## src/rtl/controle_multiciclo.sv

```systemverilog
// Multicycle control sequencer for the nRisc core: fetch/decode/exec/mem/write-back
// sequencing on a shared memory and ALU, with memory-stall timeout and a retired-instruction counter.
module controle_multiciclo #(
   parameter int ESPERA_MAX   = 15,
   parameter int LARGURA_CONT = 16
) (
   input  logic                    Clock,
   input  logic                    Reset_n,
   input  logic [2:0]              Istrc,
   input  logic                    Zero,
   input  logic                    MemPronta,
   output logic                    EscrevePC,
   output logic                    EscreveIR,
   output logic                    LerMem,
   output logic                    EscreveMem,
   output logic                    ULASrc,
   output logic                    OpULA,
   output logic                    MemtoREG,
   output logic                    Defi,
   output logic                    EscreveReg,
   output logic                    IouD,
   output logic [1:0]              PCSrc,
   output logic                    Encerrado,
   output logic                    ErroMem,
   output logic [2:0]              Estado,
   output logic [LARGURA_CONT-1:0] NumInstr
);

   localparam int CW = (ESPERA_MAX < 2) ? 1 : $clog2(ESPERA_MAX + 1);

   localparam logic [2:0] OP_DEFI = 3'b000;
   localparam logic [2:0] OP_BEQ  = 3'b001;
   localparam logic [2:0] OP_LW   = 3'b010;
   localparam logic [2:0] OP_SW   = 3'b011;
   localparam logic [2:0] OP_MUL  = 3'b100;
   localparam logic [2:0] OP_SUBI = 3'b101;
   localparam logic [2:0] OP_J    = 3'b110;
   localparam logic [2:0] OP_ENC  = 3'b111;

   typedef enum logic [2:0] {
      BUSCA   = 3'd0,
      DECOD   = 3'd1,
      EXEC    = 3'd2,
      MEM     = 3'd3,
      ESCRITA = 3'd4,
      FIM     = 3'd5,
      ERRO    = 3'd6,
      INVAL   = 3'd7
   } estado_t;

   estado_t                 estado_r, estado_nx_s;
   logic [2:0]              op_r, op_nx_s;
   logic [CW-1:0]           espera_r, espera_nx_s;
   logic [LARGURA_CONT-1:0] num_r;
   logic                    retira_s, limite_s;
   logic                    pc_s, ir_s, lm_s, em_s, us_s, ou_s, mr_s, df_s, er_s, io_s, en_s, eo_s;
   logic [1:0]              ps_s;

   assign limite_s = (espera_r == CW'(ESPERA_MAX - 1));

   // Next-state, strobe decode and retire/wait-counter control
   always_comb begin
      estado_nx_s = estado_r;
      op_nx_s     = op_r;
      retira_s    = 1'b0;
      pc_s = 1'b0; ir_s = 1'b0; lm_s = 1'b0; em_s = 1'b0; us_s = 1'b0; ou_s = 1'b0;
      mr_s = 1'b0; df_s = 1'b0; er_s = 1'b0; io_s = 1'b0; en_s = 1'b0; eo_s = 1'b0;
      ps_s = 2'b00;
      case (estado_r)
         BUSCA: begin
            lm_s = 1'b1;
            if (MemPronta) begin
               ir_s        = 1'b1;
               pc_s        = 1'b1;
               estado_nx_s = DECOD;
            end else if (limite_s) begin
               estado_nx_s = ERRO;
            end else begin
               estado_nx_s = BUSCA;
            end
         end
         DECOD: begin
            // Istrc is only valid here; everything later decodes from op_r
            op_nx_s = Istrc;
            if (Istrc == OP_ENC) begin
               estado_nx_s = FIM;
               retira_s    = 1'b1;
            end else begin
               estado_nx_s = EXEC;
            end
         end
         EXEC: begin
            case (op_r)
               OP_DEFI: begin df_s = 1'b1; er_s = 1'b1; estado_nx_s = BUSCA; retira_s = 1'b1; end
               OP_BEQ:  begin us_s = 1'b1; ps_s = 2'b01; pc_s = Zero; estado_nx_s = BUSCA; retira_s = 1'b1; end
               OP_J:    begin ps_s = 2'b10; pc_s = 1'b1; estado_nx_s = BUSCA; retira_s = 1'b1; end
               OP_LW:   estado_nx_s = MEM;
               OP_SW:   estado_nx_s = MEM;
               OP_MUL:  begin us_s = 1'b1; ou_s = 1'b1; estado_nx_s = ESCRITA; end
               OP_SUBI: estado_nx_s = ESCRITA;
               default: estado_nx_s = BUSCA;
            endcase
         end
         MEM: begin
            io_s = 1'b1;
            lm_s = (op_r == OP_LW);
            em_s = (op_r == OP_SW);
            if (MemPronta) begin
               if (op_r == OP_LW) begin
                  estado_nx_s = ESCRITA;
               end else begin
                  estado_nx_s = BUSCA;
                  retira_s    = 1'b1;
               end
            end else if (limite_s) begin
               estado_nx_s = ERRO;
            end else begin
               estado_nx_s = MEM;
            end
         end
         ESCRITA: begin
            er_s        = 1'b1;
            mr_s        = (op_r == OP_LW);
            us_s        = (op_r == OP_MUL);
            ou_s        = (op_r == OP_MUL);
            estado_nx_s = BUSCA;
            retira_s    = 1'b1;
         end
         FIM:     en_s = 1'b1;
         ERRO:    eo_s = 1'b1;
         default: estado_nx_s = BUSCA;
      endcase

      if ((estado_nx_s != estado_r) || MemPronta) begin
         espera_nx_s = '0;
      end else if ((estado_r == BUSCA) || (estado_r == MEM)) begin
         espera_nx_s = espera_r + CW'(1);
      end else begin
         espera_nx_s = '0;
      end
   end

   // State, op, wait counter and saturating retire counter
   always_ff @(posedge Clock or negedge Reset_n) begin
      if (!Reset_n) begin
         estado_r <= BUSCA;
         op_r     <= 3'b000;
         espera_r <= '0;
         num_r    <= '0;
      end else begin
         estado_r <= estado_nx_s;
         op_r     <= op_nx_s;
         espera_r <= espera_nx_s;
         if (retira_s && (num_r != {LARGURA_CONT{1'b1}})) begin
            num_r <= num_r + LARGURA_CONT'(1);
         end else begin
            num_r <= num_r;
         end
      end
   end

   // Reset gates every strobe combinationally so an aborted instruction leaves nothing behind
   assign EscrevePC  = Reset_n & pc_s;
   assign EscreveIR  = Reset_n & ir_s;
   assign LerMem     = Reset_n & lm_s;
   assign EscreveMem = Reset_n & em_s;
   assign ULASrc     = Reset_n & us_s;
   assign OpULA      = Reset_n & ou_s;
   assign MemtoREG   = Reset_n & mr_s;
   assign Defi       = Reset_n & df_s;
   assign EscreveReg = Reset_n & er_s;
   assign IouD       = Reset_n & io_s;
   assign PCSrc      = {Reset_n, Reset_n} & ps_s;
   assign Encerrado  = Reset_n & en_s;
   assign ErroMem    = Reset_n & eo_s;
   assign Estado     = estado_r;
   assign NumInstr   = num_r;

endmodule

```

## config.mk

```make
export PLATFORM = sky130hd
export DESIGN_NAME = controle_multiciclo
export DESIGN_NICKNAME = d
export VERILOG_FILES = /design/src/rtl/controle_multiciclo.sv
export SDC_FILE = /design/constraint.sdc
export NUM_CORES = 1
export LEC_CHECK = 0
export BUFFER_PORTS_ARGS = -buffer_cell sky130_fd_sc_hd__buf_2
export CORE_UTILIZATION = 49
export CTS_BUF_LIST = sky130_fd_sc_hd__clkbuf_8
export DETAILED_ROUTE_END_ITERATION = 7
export PLACE_DENSITY = 0.74
export SYNTH_ARGS = -nofsm -noshare
export SYNTH_HDL_FRONTEND = slang
export SYNTH_SLANG_ARGS = --single-unit
```

## constraint.sdc

```tcl
create_clock -name Clock -period 1.5 [get_ports Clock]
set_input_delay 0.375 -clock Clock [delete_from_list [all_inputs] [get_ports Clock]]
set_output_delay 0.375 -clock Clock [all_outputs]
set_load 0.02 [all_outputs]
```

==> results of run 1 <==
metrics by stage:
step	cell area (um^2)	setup slack, ps	utilization (%)	setup TNS [ps]	cells
after detailed placement	2350	-177	77.0	-3390	295
after CTS	2710	-379	88.9	-8060	311
after global placement	2350	-131	77.0	-2100	295
after floorplan	1760	-118	-	-1600	167
timing repair:
action                                  in CTS
gates resized for setup                     66
endpoints found under the setup margin      37
endpoints found under the hold margin        0
setup buffers                               12
pin swaps                                   28
logic make-up after synthesis:
group | Yosys count
and+or+nand+nor | 85
AOI/OAI and AO/OA | 26
DFF | 26
xor gates and xnor gates | 15
buffers and inverters | 9
muxes | 3
adders and majority gates | 3
synth_stat cells, types with 4 or more instances:
cell      count
nand4_1       7
nand2b_1      9
and3_1        7
xnor2_1      14
a31oi_1       4
nand3_1       8
inv_1         4
nand2_1       9
a21oi_1       7
o21ai_0       5
and2_1        5
dfrtp_1      26
nor2_1       17
==> impl_metrics.csv, run 1 <==
group,metric,value,unit
synthesis,postSynthCellCount,167,
synthesis,synth_xor_xnor_area_share,8.32,%
status,status,"did not finish",
synthesis,yosysWarnings,0,
synthesis,yosys.area.top_type,"dfrtp_1",
synthesis,synth-compound-area-share,10.1,%
synthesis,synth_seq_cells,26,
status,stop_stage,"global routing",
place,gp_congestion,0.846,
floorplanning,pin_count,40,
place,hpwl,3470,um
floorplanning,start_util,51.7,%
place,portBuffers,39,
synthesis,synth_area_leaders,"dfrtp_1, xnor2_1, nor2_1, nand2b_1, and3_1",
cts,hold_buffers,0,
synthesis,synth_top_area_share,41.2,%
synthesis,synth_ff_type,"dfrtp_1",
synthesis,synth_cell_types,48,
cts,cts-htree-levels,1,
synthesis,syn_area,1580,um^2
floorplanning,die_w,58.8,um
cts,cts_buffer_depth,2,
synthesis,synthesis.nets,177,
cts,cts.sinks,26,
cts,cts_inserted_buffers,3,
synthesis,synth_adder_area_share,2.38,%
floorplanning,num_rows,20,
global_route,grt_max_degree,27,
floorplanning,die_h,58.8,um
cts,cts-root-buf,"clkbuf_8",
synthesis,synth_edf_count,0,
timing,worst_endpoint_kind,"output port",
synthesis,synth_mux_area_share,2.06,%
synthesis,synth-seq-area-share,41.2,%
synthesis,postSynth.asyncResetShare,100,%
timing,crit_endpoint,"EscrevePC",
status,toolErrorMsg,"[ERROR DPL-0038] Utilization greater than 100%, impossible to legalize",
synthesis,syn_area_per_cell,9.46,um^2
synthesis,synth_top_family_by_area,"simple AND/OR/NAND/NOR gates",
synthesis,synth-simple-area-share,33.0,%
==> run 2, diff against run 1 <==
--- a/config.mk
+++ b/config.mk
@@ -6,10 +6,9 @@
 export NUM_CORES = 1
 export LEC_CHECK = 0
 export BUFFER_PORTS_ARGS = -buffer_cell sky130_fd_sc_hd__buf_2
-export CORE_UTILIZATION = 49
-export CTS_BUF_LIST = sky130_fd_sc_hd__clkbuf_8
+export CORE_UTILIZATION = 35
 export DETAILED_ROUTE_END_ITERATION = 7
-export PLACE_DENSITY = 0.74
+export PLACE_DENSITY_LB_ADDON = 0.15
 export SYNTH_ARGS = -nofsm -noshare
 export SYNTH_HDL_FRONTEND = slang
 export SYNTH_SLANG_ARGS = --single-unit
==> constraint.sdc (replaced) <==
create_clock -name Clock -period 1.95 [get_ports Clock]
set_input_delay 0.4875 -clock Clock [delete_from_list [all_inputs] [get_ports Clock]]
set_output_delay 0.4875 -clock Clock [all_outputs]
set_load 0.02 [all_outputs]
==> impl_metrics.csv, run 2 <==
group,metric,value,unit
synthesis,postSynth.asyncResetShare,100,%
place,portBuffers,39,
routing,drc_errors,0,
synthesis,synth_cell_types,48,
synthesis,synth_edf_count,0,
timing,setup_violations,4,
worst_setup_path,critPathRequiredTime,1460,ps
worst_setup_path,end_kind,"output port",
synthesis,yosysWarnings,0,
timing,slew_headroom,73.8,%
cts,clkLatencyLatePin,260,ps
place,gp_congestion,0.832,
cts,cts_tree,"built",
worst_setup_path,regToRegSetupSlack,10,ps
routing,wl_per_cell,14.3,um
routing,drt-total-wl,4110,um
cts,cts-root-buf,"clkbuf_8",
global_route,grt_usage,17.2,%
routing,vias,1525,
routing,wl_met2,2020,um
global_route,grt_pass1_vias,1485,
floorplanning,die_w,69.2,um
synthesis,syn_area,1580,um^2
cells_and_area,final_common_cell,"buf_2",
place,place_ws,105,ps
synthesis,synth_ff_type,"dfrtp_1",
synthesis,synth_seq_cells,26,
cells_and_area,largest_reg_flops,16,
timing,rsz0062_at_grt,"yes",
cells_and_area,nNetsFinal,247,
global_route,grt_pass1_wl,6770,um
cts,cts_buffer_depth,2,
worst_setup_path,rr_startpoint,"op_r[2]",
routing,wl_met1,1830,um
worst_setup_path,reg2reg_depth,8,
timing,fin_setup_tns,-186,ps
job,cap_violations,0,
synthesis,synthesis.nets,177,
worst_setup_path,path_class,"reg2out",
cells_and_area,fin_area,2200,um^2
worst_setup_path,cp_max_fo,5,
worst_setup_path,cp.arrival,1550,ps
pwr,ir_drop,0.244,mV
routing,drtIter0Drc,121,
floorplanning,num_rows,24,
floorplanning,pin_count,40,
cells_and_area,syn_to_final_growth,39.5,%
status,violations,"negative setup slack",
worst_setup_path,cp-start-kind,"flop",
synthesis,yosysMostFrequentCell,"dfrtp_1",
synthesis,synth-seq-area-share,41.2,%
cells_and_area,mostFrequentLayoutCells,"buf_2, buf_4, dfrtp_1, nor2_1, xnor2_1",
global_route,antenna_found_initial,0,
synthesis,syn_area_per_cell,9.46,um^2
floorplanning,start_util,36.3,%
timing,worst_pin_slew,390,ps
floorplanning,die_h,69.2,um
synthesis,yosys.area.top_type,"dfrtp_1",
timing,fin_crit_sh,104,%
synthesis,synth_common_cells,"dfrtp_1, nor2_1, xnor2_1",
timing,layout_setup_ws,-87.5,ps
worst_setup_path,rr_endpoint,"NumInstr[14]",
routing,routed.top_layer,"met4",
cts,clk_pin_slew,80,ps
timing,hold_slack,251,ps
cts,cts.sinks,26,
pwr,leakage,1.09,nW
floorplanning,dieArea,4780,um^2
routing,routed_via_density,5.31,
timing,fmax,491,MHz
cts,cts_inserted_buffers,3,
synthesis,synth_top_area_share,41.2,%
routing,ant_nets,0,
timing,maxSlewViolCount,0,
routing,wl_met3,208,um
timing,hold_violations,0,
floorplanning,core_area,4350,um^2
synthesis,postSynthCellCount,167,
min_path,min_path_type,"in2async",
timing,worst_clock_skew,1.72,ps
routing,first_pass_iters,4,
cells_and_area,drive_gt1_share,42.1,%
cts,cts-htree-levels,1,
status,status,"finished, violations left",
timing,fin_crit,2040,ps
global_route,grt_max_degree,15,
cells_and_area,antenna_cells,0,
place,hpwl,2860,um
global_route,grt-ovfl-total,0,
pwr,power.density,390,nW/um^2
synthesis,synth_area_leaders,"dfrtp_1, xnor2_1, nor2_1, nand2b_1, and3_1",
place,dpl-instance-area,1910,um^2
run 2: cell counts after synthesis:
No cell type changed its count.
run 2: through the flow:
step,instances,utilization [%],power [mW]
2_1_floorplan,167,-,0.555
3_3_place_gp,265,43.9,0.581
3_5_place_dp,265,43.9,0.581
4_1_cts,277,46.8,0.875
5_1_grt,287,50.6,0.897
6_report,287,50.6,0.860
run 2: repair_timing:
| action | 4_1_cts | 5_1_grt |
|---|---|---|
| gates resized for setup | 7 | 22 |
| pin swaps | 1 | 9 |
| setup buffers | 9 | 9 |
| setup endpoints to repair | 13 | 14 |
| cloned | 0 | 1 |
| hold buffers | 0 | 0 |
run 2: metal layers:
metal | global-route usage, % | up-vias
li1 | - | 733
met1 | 22.0 | 733
met2 | 29.9 | 51
met3 | 2.92 | 8
met4 | 4.54 | 0
met5 | 0 | -
run 2: where the power goes:
group | switching (mW) | total [mW] | internal [mW]
clock | 0.150 | 0.288 | 0.138
combinational | 0.0225 | 0.0329 | 0.0104
sequential | 0 | 0.538 | 0.538
run 2: logic make-up after synthesis:
family                   after synthesis  synth area share (%)
flip-flops                            26                  41.2
adder cells (fa/ha/maj)                3                  2.38
AND/OR/NAND/NOR                       85                  33.0
XOR/XNOR                              15                  8.32
buffers and inverters                  9                  2.93
AO/OA/AOI/OAI                         26                  10.1
multiplexers                           3                  2.06
run 2: area by class of cell:
| class | instances | area, um^2 |
|---|---|---|
| fill | 412 | 2150 |
| multi-input combinational | 132 | 977 |
| sequential | 26 | 656 |
| timing repair buffer | 70 | 448 |
| tap | 52 | 65.1 |
| clock buffer | 3 | 41.3 |
| inverter | 4 | 15.0 |
run 2: worst max-delay path, stage by stage, from the launching register on:
cell and delay [ps]:
dfrtp_1 430, and3b_2 290, a31oi_4 40, a2111oi_4 340, buf_4 190
run 2: worst max path at each step:
stage | endpoint | slack (ps) | from | cells after the start
finish | EscrevePC | -90 | op_r[0] | 4
global route | EscrevePC | -170 | op_r[0] | 4
CTS | EscrevePC | -80 | op_r[0] | 4
detailed placement | NumInstr[12] | 110 | Istrc[2] | 7
global placement | EscrevePC | 130 | op_r[0] | 4
floorplan | EscrevePC | -210 | Estado[1] | 3
Note: power is estimated with default switching activity, not from simulation.
